===== src/rtl/mips_run_ctrl_pkg.sv =====
// Shared types for the MIPS run/step/reset controller:
// controller states and halt cause encodings.
package mips_run_ctrl_pkg;

  typedef enum logic [1:0] {
    S_HOLD,
    S_PAUSE,
    S_RUN,
    S_HALT
  } state_t;

  typedef enum logic [1:0] {
    C_NONE     = 2'd0,
    C_HALT_REQ = 2'd1,
    C_TIMEOUT  = 2'd2,
    C_BREAK    = 2'd3
  } cause_t;

endpackage


===== src/rtl/mips_run_ctrl_sync_debounce.sv =====
// 2-flop synchroniser plus stability-counter debounce.
// Ports: clk, rst (async low), din (raw), level (debounced), rise (1-cycle 0->1 pulse).
module mips_run_ctrl_sync_debounce #(
  parameter int unsigned DEBOUNCE_CYCLES = 16
) (
  input  logic clk,
  input  logic rst,
  input  logic din,
  output logic level,
  output logic rise
);

  localparam int unsigned CW =
    (DEBOUNCE_CYCLES > 1) ? $clog2(DEBOUNCE_CYCLES) : 1;
  localparam logic [CW-1:0] LAST = CW'(DEBOUNCE_CYCLES - 1);

  logic          s1, s2, s2_q;
  logic [CW-1:0] cnt;
  logic          accept;

  // Candidate is accepted once it has held for DEBOUNCE_CYCLES
  // consecutive cycles without a change of the synced value.
  assign accept = (s2 == s2_q) && (s2 != level) && (cnt == LAST);

  always_ff @(posedge clk or negedge rst) begin
    if (!rst) begin
      s1    <= 1'b0;
      s2    <= 1'b0;
      s2_q  <= 1'b0;
      cnt   <= '0;
      level <= 1'b0;
      rise  <= 1'b0;
    end else begin
      s1   <= din;
      s2   <= s1;
      s2_q <= s2;
      rise <= accept && s2;
      if (s2 != s2_q || s2 == level) begin
        cnt <= '0;
      end else if (accept) begin
        level <= s2;
        cnt   <= '0;
      end else begin
        cnt <= cnt + CW'(1);
      end
    end
  end

endmodule


===== src/rtl/mips_run_ctrl.sv =====
// Run/step/reset controller driving the MIPS core rst, step and run_mode pins.
// Ports: clk, rst (async low), step_btn, run_sw, clear, halt_req in;
// core_rst, core_step, core_run_mode, halted, halt_cause, cycle_count out.
// Macro RUN_CTRL_BREAKPOINT_EN adds bp_valid, bp_addr, core_pc and cause 3.
module mips_run_ctrl
  import mips_run_ctrl_pkg::*;
#(
  parameter int unsigned RESET_HOLD      = 4,
  parameter int unsigned DEBOUNCE_CYCLES = 16,
  parameter int unsigned CNT_WIDTH       = 32,
  parameter int unsigned TIMEOUT_CYCLES  = 50000
) (
  input  logic                 clk,
  input  logic                 rst,
  input  logic                 step_btn,
  input  logic                 run_sw,
  input  logic                 clear,
  input  logic                 halt_req,
`ifdef RUN_CTRL_BREAKPOINT_EN
  input  logic                 bp_valid,
  input  logic [31:0]          bp_addr,
  input  logic [31:0]          core_pc,
`endif
  output logic                 core_rst,
  output logic                 core_step,
  output logic                 core_run_mode,
  output logic                 halted,
  output logic [1:0]           halt_cause,
  output logic [CNT_WIDTH-1:0] cycle_count
);

  localparam int unsigned HW = $clog2(RESET_HOLD + 1);
  localparam logic [HW-1:0] HOLD_LAST = HW'(RESET_HOLD - 1);
  localparam logic [CNT_WIDTH-1:0] TMO = CNT_WIDTH'(TIMEOUT_CYCLES);

  state_t               state_q, state_d;
  cause_t               cause_q, cause_d;
  logic [HW-1:0]        hold_q, hold_d;
  logic [CNT_WIDTH-1:0] cnt_d, cnt_inc;
  logic                 step_d, tmo, bp_hit;
  logic                 run_lvl, step_rise;
  logic                 run_rise, step_lvl;

  mips_run_ctrl_sync_debounce #(
    .DEBOUNCE_CYCLES(DEBOUNCE_CYCLES)
  ) u_step (
    .clk  (clk),
    .rst  (rst),
    .din  (step_btn),
    .level(step_lvl),
    .rise (step_rise)
  );

  mips_run_ctrl_sync_debounce #(
    .DEBOUNCE_CYCLES(DEBOUNCE_CYCLES)
  ) u_run (
    .clk  (clk),
    .rst  (rst),
    .din  (run_sw),
    .level(run_lvl),
    .rise (run_rise)
  );

  // Saturating increment; the counter never wraps.
  assign cnt_inc = (&cycle_count) ? cycle_count
                                  : cycle_count + CNT_WIDTH'(1);
  assign tmo = (TIMEOUT_CYCLES != 0) && (cnt_inc == TMO);

`ifdef RUN_CTRL_BREAKPOINT_EN
  assign bp_hit = bp_valid && (core_pc == bp_addr);
`else
  assign bp_hit = 1'b0;
`endif

  always_comb begin
    state_d = state_q;
    cause_d = cause_q;
    hold_d  = hold_q;
    cnt_d   = cycle_count;
    step_d  = 1'b0;
    unique case (state_q)
      S_HOLD: begin
        if (hold_q == HOLD_LAST) state_d = S_PAUSE;
        else hold_d = hold_q + HW'(1);
      end
      S_PAUSE: begin
        if (halt_req) begin
          state_d = S_HALT;
          cause_d = C_HALT_REQ;
        end else if (run_lvl) begin
          state_d = S_RUN;
        end else if (step_rise) begin
          step_d = 1'b1;
          cnt_d  = cnt_inc;
          if (tmo) begin
            state_d = S_HALT;
            cause_d = C_TIMEOUT;
          end
        end
      end
      S_RUN: begin
        cnt_d = cnt_inc;
        if (halt_req) begin
          state_d = S_HALT;
          cause_d = C_HALT_REQ;
        end else if (tmo) begin
          state_d = S_HALT;
          cause_d = C_TIMEOUT;
        end else if (bp_hit) begin
          state_d = S_HALT;
          cause_d = C_BREAK;
        end else if (!run_lvl) begin
          state_d = S_PAUSE;
        end
      end
      S_HALT: ;
      default: state_d = S_HOLD;
    endcase
    if (clear) begin
      state_d = S_HOLD;
      cause_d = C_NONE;
      hold_d  = '0;
      cnt_d   = '0;
      step_d  = 1'b0;
    end
  end

  // Outputs register the next-state view so pins track the state
  // register edge for edge.
  always_ff @(posedge clk or negedge rst) begin
    if (!rst) begin
      state_q       <= S_HOLD;
      cause_q       <= C_NONE;
      hold_q        <= '0;
      cycle_count   <= '0;
      core_rst      <= 1'b0;
      core_step     <= 1'b0;
      core_run_mode <= 1'b0;
      halted        <= 1'b0;
    end else begin
      state_q       <= state_d;
      cause_q       <= cause_d;
      hold_q        <= hold_d;
      cycle_count   <= cnt_d;
      core_rst      <= (state_d != S_HOLD);
      core_step     <= step_d;
      core_run_mode <= (state_d == S_RUN);
      halted        <= (state_d == S_HALT);
    end
  end

  assign halt_cause = cause_q;

endmodule

===== config.mk =====
export PLATFORM = sky130hd
export DESIGN_NAME = mips_run_ctrl
export DESIGN_NICKNAME = d
export VERILOG_FILES = /design/src/rtl/mips_run_ctrl_pkg.sv /design/src/rtl/mips_run_ctrl_sync_debounce.sv /design/src/rtl/mips_run_ctrl.sv
export SDC_FILE = /design/constraint.sdc
export NUM_CORES = 1
export LEC_CHECK = 0
export CAP_MARGIN = 5
export CORE_UTILIZATION = 55
export DETAILED_ROUTE_END_ITERATION = 6
export PLACE_DENSITY = 0.81
export SLEW_MARGIN = 25
export SYNTH_ARGS = -nofsm -noshare
export SYNTH_HDL_FRONTEND = slang
export SYNTH_SLANG_ARGS = --single-unit

===== constraint.sdc =====
create_clock -name clk -period 4.2 [get_ports clk]
set_input_delay 0.84 -clock clk [delete_from_list [all_inputs] [get_ports clk]]
set_output_delay 0.84 -clock clk [all_outputs]
set_load 0.01 [all_outputs]

* Yosys cells after proc, flatten, opt, wreduce, memory -nomap -nowiden *
Index checks and enable logic that the tools add are counted.

word-level totals
  word-level logic and storage cells = 99
  bits in registers = 60
  memory bits (read-only) = 0
  bits in writable memories = 0
  latch bits = 0
  output and inout port bits = 38
  memories = 0

cells by class
  shift-type cells = 0
  bitwise operators = 2
  multiplexer cells = 35
  div/mod/pow operators = 0
  equality and inequality tests = 22
  $add $sub $neg = 4
  multiply operators = 0
  reductions and logical operators = 17
  magnitude comparators = 0

operators by type and width
  cell                                                    number
  2-to-1 mux 32 bit                                       5
  case mux 32 bit (2 select lines)                        1
  adder 32 x 1 -> 32 bit (second input constant)          1
  equality test 32 x 16 -> 1 bit (second input constant)  1
  AND reduction 32 bit                                    1
  2-to-1 mux 2 bit                                        15
  2-to-1 mux 4 bit                                        4
  2-to-1 mux 3 bit                                        3
  adder 4 x 1 -> 4 bit (second input constant)            2
  equality test 4 bit (second input constant)             2
  equality test 2 bit (second input constant)             3
  inequality test 3 bit (second input constant)           2
  case mux 2 bit (3 select lines)                         1
  AND reduction 2 bit                                     3
  logical AND 1 bit                                       5
  2-to-1 mux 1 bit                                        5
  equality test 1 bit                                     4
  inequality test 1 bit                                   4
  inequality test 4 x 3 -> 1 bit (second input constant)  1
  inequality test 4 bit (second input constant)           1
  case mux 2 bit (2 select lines)                         1
  AND reduction 4 bit                                     1
  nonzero test 2 bit                                      2
  adder 3 x 1 -> 3 bit (second input constant)            1
  9 further kinds                                         11

* Logic depth before layout (Yosys ltp) *
Gate-level depths: netlist (run 1).

  depth in word-level cells = 10
  mapped depth = 13
  gate-level depth less buffers = 11

* Hierarchy *
A second synthesis (run 1) with hierarchy kept.

second synthesis, totals
  cell total of the unflattened synthesis = 406
  area total of the unflattened synthesis = 3661.0 um^2

by module, submodules not included
  module                       cells each  seq. area each (um^2)  instances  area each (um^2)
  mips_run_ctrl                348         1076.0                 1          2970.3
  mips_run_ctrl_sync_debounce  29          225.2                  2          345.3

* Worst setup path before layout (run 1) *
OpenSTA, ideal clock, no wires.

  path kind = register -> register
  start point = register cycle_count[0]
  end point = register core_run_mode
  slack = 1167 ps
  stages on the path, launching flop included = 12
  setup time = 67 ps
  buffers on the path = 0
  data arrival time = 2967 ps
  cell sequence = dfrtp_1 -> ha_1 -> nand4_4 -> nor4_4 -> and4_1 -> o22ai_1 -> nor4b_2 -> nand4_1 -> nor4_4 -> a21oi_1 -> a211oi_2 -> and3_1

between the ends
  longest elaborated chain between the ends = 10

ends and longest elaborated chain
  what                                                                   RTL line                                  text
  start, declared                                                        mips_run_ctrl.sv:29                       output logic [CNT_WIDTH-1:0] cycle_count
  start signal, assigned                                                 mips_run_ctrl.sv:144                      cycle_count <= cnt_d;
  adder 32 x 1 -> 32 bit / AND reduction 32 bit (equally long branches)  mips_run_ctrl.sv:66, mips_run_ctrl.sv:65
  2-to-1 mux 32 bit *                                                    mips_run_ctrl.sv:65                       assign cnt_inc = (&cycle_count) ? cycle_count
  equality test 32 x 16 -> 1 bit *                                       mips_run_ctrl.sv:67                       assign tmo = (TIMEOUT_CYCLES != 0) && (cnt_inc == TMO);
  2-to-1 mux 2 bit                                                       mips_run_ctrl.sv:95                       if (tmo) begin
  2-to-1 mux 2 bit                                                       mips_run_ctrl.sv:92                       end else if (step_rise) begin
  2-to-1 mux 2 bit                                                       mips_run_ctrl.sv:90                       end else if (run_lvl) begin
  2-to-1 mux 2 bit                                                       mips_run_ctrl.sv:87                       if (halt_req) begin
  case mux 2 bit (3 select lines) *                                      mips_run_ctrl.sv:81                       unique case (state_q)
  2-to-1 mux 2 bit *                                                     mips_run_ctrl.sv:119                      if (clear) begin
  via state_d[1]                                                         mips_run_ctrl.sv:36                       state_t state_q, state_d;
  equality test 2 bit *                                                  mips_run_ctrl.sv:147                      core_run_mode <= (state_d == S_RUN);
  end signal, assigned                                                   mips_run_ctrl.sv:147
  end, declared                                                          mips_run_ctrl.sv:26                       output logic core_run_mode,

Mark *: on every way through the listed nets, which the timed path passes. The rest lies on a longest branch.
A chain may end at the register's enable or synchronous reset.

* Final worst setup path (run 1) *
Ends and elaborated chain as after synthesis.

==> results of run 1 <==
-- logic make-up (layout without fill, tap and decap cells) --
group                      after synthesis  after routing  synth area share [%]
muxes                                    3              3                0.8214
and+or+nand+nor                        193            193                 29.57
adders and majority gates                5              5                 1.711
DFF                                     60             60                 41.07
buffers and inverters                   38             76                 4.380
AOI/OAI and AO/OA                       97             97                 16.94
xor gates and xnor gates                23             23                 5.510
-- state kept, by name, summed over array words and instances, names as in the netlist --
register       cells
halted             1
u_run.cnt          4
hold_q             3
u_step.level       1
u_step.s2_q        1
halt_cause         2
core_rst           1
u_run.s2_q         1
u_step.rise        1
u_run.s2           1
core_run_mode      1
u_step.s2          1
core_step          1
cycle_count       32
u_run.level        1
u_run.s1           1
u_step.s1          1
u_step.cnt         4
state_q            2
-- routing by layer --
metal  up-vias  GRT usage [%]
li1       1598              -
met1      1703          43.64
met2       142          45.75
met3        18          4.550
met4         0          12.79
met5         -              0
-- worst register-to-register path, stage by stage (launching register included) --
cell	delay, ps
sky130_fd_sc_hd__dfrtp_1	490
sky130_fd_sc_hd__ha_1	340
sky130_fd_sc_hd__and4_1	270
sky130_fd_sc_hd__nand4_2	240
sky130_fd_sc_hd__nor3_1	620
sky130_fd_sc_hd__nor4_1	150
sky130_fd_sc_hd__a211oi_1	270
sky130_fd_sc_hd__o211ai_1	190
sky130_fd_sc_hd__nor4_4	480
sky130_fd_sc_hd__a21oi_1	170
sky130_fd_sc_hd__a211oi_2	250
sky130_fd_sc_hd__and3_1	180
-- placed cells by master (no fill, tap or decap), drive strengths merged, types with 3 or more instances in the layout --
| cell type | n |
|---|---|
| nand2b | 3 |
| nand3 | 14 |
| nor4 | 7 |
| and4 | 11 |
| xnor2 | 10 |
| clkbuf | 10 |
| nor3b | 3 |
| o21ai | 22 |
| o31ai | 3 |
| nand4 | 20 |
| nor3 | 16 |
| a31oi | 5 |
| dfrtp | 60 |
| o22ai | 4 |
| mux2i | 3 |
| nand4b | 3 |
| buf | 8 |
| clkdlybuf4s50 | 42 |
| ha | 5 |
| or2 | 3 |
| a211oi | 5 |
| or3 | 4 |
| nand2 | 42 |
| and3 | 9 |
| xor2 | 13 |
| nor2 | 47 |
| o31a | 5 |
| a21oi | 33 |
| inv | 11 |
-- cell usage after synthesis (4+ instances only) --
cell                       count  area share [%]
sky130_fd_sc_hd__nand4_1      17             2.9
sky130_fd_sc_hd__o31a_1        5             1.2
sky130_fd_sc_hd__dfrtp_1      60              41
sky130_fd_sc_hd__a211oi_1      4            0.82
sky130_fd_sc_hd__or3_1         4            0.68
sky130_fd_sc_hd__a21oi_1      33             4.5
sky130_fd_sc_hd__inv_1        11             1.1
sky130_fd_sc_hd__a31oi_1       4            0.68
sky130_fd_sc_hd__and4_1       10             2.4
sky130_fd_sc_hd__clkbuf_1     14             1.4
sky130_fd_sc_hd__and3_1        9             1.5
sky130_fd_sc_hd__nor2_1       46             4.7
sky130_fd_sc_hd__buf_2        11             1.5
sky130_fd_sc_hd__nand2_1      42             4.3
sky130_fd_sc_hd__xnor2_1      10             2.4
sky130_fd_sc_hd__o22ai_1       4            0.68
sky130_fd_sc_hd__ha_1          5             1.7
sky130_fd_sc_hd__nand3_1      14             1.9
sky130_fd_sc_hd__xor2_1       13             3.1
sky130_fd_sc_hd__nor3_1       16             2.2
sky130_fd_sc_hd__o21ai_0      22             3.0
-- final cells by class --
cell class,count,area [µm²],area share (%)
clock buffer,10,127.6,2.957
clock inverter,5,77.57,1.797
tap,77,96.34,2.232
inverter,11,41.29,0.9565
sequential,60,1501,34.78
timing repair buffer,50,478.0,11.07
multi-input combinational,321,1994,46.20
-- metrics by stage --
stage / hold WS (ps) / setup slack [ps] / total power, mW / cell area, µm²
after global placement: 334.2 / 590.3 / 0.9907 / 4111
after global routing: 369.5 / 299.0 / 1.629 / 4317
after floorplan: 331.2 / 1167 / 0.8780 / 3656
after CTS: 351.6 / 616.3 / 1.567 / 4317
after detailed placement: 336.5 / 668.2 / 1.001 / 4111
final: 353.6 / 497.9 / 1.560 / 4317
-- worst min path at each step --
stage,endpoint
3_3_place_gp,u_run.s2
5_1_grt,u_step.s2
2_1_floorplan,u_run.s2
6_report,u_run.s2
3_5_place_dp,u_run.s2
4_1_cts,u_run.s2
-- where the power goes --
| group | internal, mW | total (mW) | switching, mW |
|---|---|---|---|
| clock | 0.329 | 0.563 | 0.234 |
| sequential | 0.628 | 0.707 | 0.0790 |
| combinational | 0.139 | 0.290 | 0.151 |
==> implementation parameters, run 1 <==
Parameter                              Value

Detailed routing
  Top layer reached by signal wires    met4
  Vias after detailed routing    between 3000 and 4000
  Overall routed net length    9.927 mm
  DRT antenna net count    0
  Count of TritonRoute iterations in the first routing pass    5
  DRT iter0 DRCs    roughly 290
  Per-cell via count in the routed design    ~6.5
  Detailed route wirelength on metal3    between 600 and 700 µm
  DRC violations left    0
  DR WL/cell    18.59 µm
  Detailed-route wire length on metal 1    approximately 4.5 mm
  Met2 layer wire length in the routed design    roughly 4.6 mm

GRT
  Wire length of the first global-routing pass    16.43 mm
  Antenna violations before repair    0
  Pin count of the biggest net entering global routing    44
  Number of global-route vias before repair    3201
  Gr ovfl total    0
  Global-route total usage across every layer    roughly 30%

Critical path
  RR Startpoint    cycle_count[0]
  Worst flop-to-flop path endpoint    core_run_mode
  Buffers and inverters on the worst path    0
  Top delay family on crit path    simple AND/OR/NAND/NOR gates
  Path type of the worst setup path    register to register
  Critical path endpoint    core_run_mode
  Critical Path End Type    register
  Crit path launch    cycle_count[0]
  Stages on worst setup path    11
  Setup slack of the worst register-to-register path    around 500 ps
  Worst reg-to-reg path cell count    11
  Required time at the endpoint of the critical path    between 4000 and 5000 ps
  Worst-path cell chain    ha_1 -> and4_1 -> nand4_2 -> nor3_1 -> nor4_1 -> a211oi_1 -> o211ai_1 -> nor4_4 -> a21oi_1 -> a211oi_2 -> and3_1
  Arrival time at the worst endpoint    roughly 4000 ps
  Type of origin of the critical path    register
  CP peak stage delay    about 620 ps
  Crit path max-delay cell type    sky130_fd_sc_hd__nor3_1
  CP max FO    9

Timing
  Tightest Pin Transition    slightly above 700 ps
  Period utilisation layout    88.15%
  Final worst path period need    about 3700 ps
  Max Clk Rate    270.1 MHz
  Final max-slew violation count    0
  Setup skew after layout    between 15 and 20 ps
  Total of endpoints with negative setup slack in the final report    0
  Remaining max-slew budget at the tightest pin    around half
  RSZ-0062 raised after global routing    no
  Final Hold Fails    0
  Sum of negative setup slack    0 ps

Clock network
  Clk_lat worst skew    between 300 and 400 ps
  Number of buffers inserted by hold repair at cts    0
  CTS root buf    sky130_fd_sc_hd__clkbuf_8
  Clock input transition at the sequential cells of the worst setup and hold paths    80 ps
  Clock buffer count from CTS    9
  Buffer depth of the longest clock path    2
  Number of cells upsized or downsized after cts    0
  Post-CTS Setup Inserts    0
  TritonCTS clock tree    done
  CTS sink cnt    60
  Number of H-tree levels    3

Placement
  Placed instance count    approximately 520
  Port buffer count    43
  Detail Placement HPWL    just over 7 mm
  Routability cong.    1.032

Synth
  Number of cells produced by synthesis    ~420
  Number of nets produced by synthesis    430
  Syn. warnings    0
  Mean cell area of the mapped netlist    a little under 9 µm²
  Sequential share of the synthesized area    just over 40%
  Netlist Area Pre-Place    approximately 3700 µm²
  Post-synth cell types    between 60 and 70
  Flip-flop and latch count after synthesis    60
  Post-synth EDFFs    0
  Top FF cell, synth    sky130_fd_sc_hd__dfrtp_1
  Share of synthesized flip-flops with an asynchronous set or reset    100.0%

Pwr
  VDD IR max    roughly 0.00027 V
  Leakage power summed over all cells    between 1.5 and 2 nW
  P per Cell Area    ~360 nW/µm²

Worst hold path
  Class of the worst hold path    register to register
  Start point of the worst min-delay path    u_run.s1
  Worst Hold Depth    0

Die
  Area of the placeable core    between 6000 and 7000 µm²
  Chip Height    approximately 84 µm
  Die boundary width    around 84 µm
  Placement row count    29
  Starting Density    roughly 57%
  Top Ports    44
  Die Outline Area    between 6000 and 7000 µm²

Final layout
  Post-layout util    approximately two thirds
  Share of cells above drive strength 1    between 8 and 9%
  Final-stage net count    464
  Area added between synthesis and finish    18.07%
  Total inserted antenna cells    0
  Number of fillers in the final layout    between 500 and 600
  Cell Count, Final, Fillers Out    around 530

Status
  Run status    complete, no violations

Flow run
  Max-cap violations    0
Note: power is estimated with default switching activity, not from simulation.
==> run 2, diff against run 1 <==
SETUP_SLACK_MARGIN = 0.02   (was not set)
SKIP_LAST_GASP = 1   (was not set)
==> results of run 2 <==
The final DEF is identical to that of run 1; final timing and power are the same.
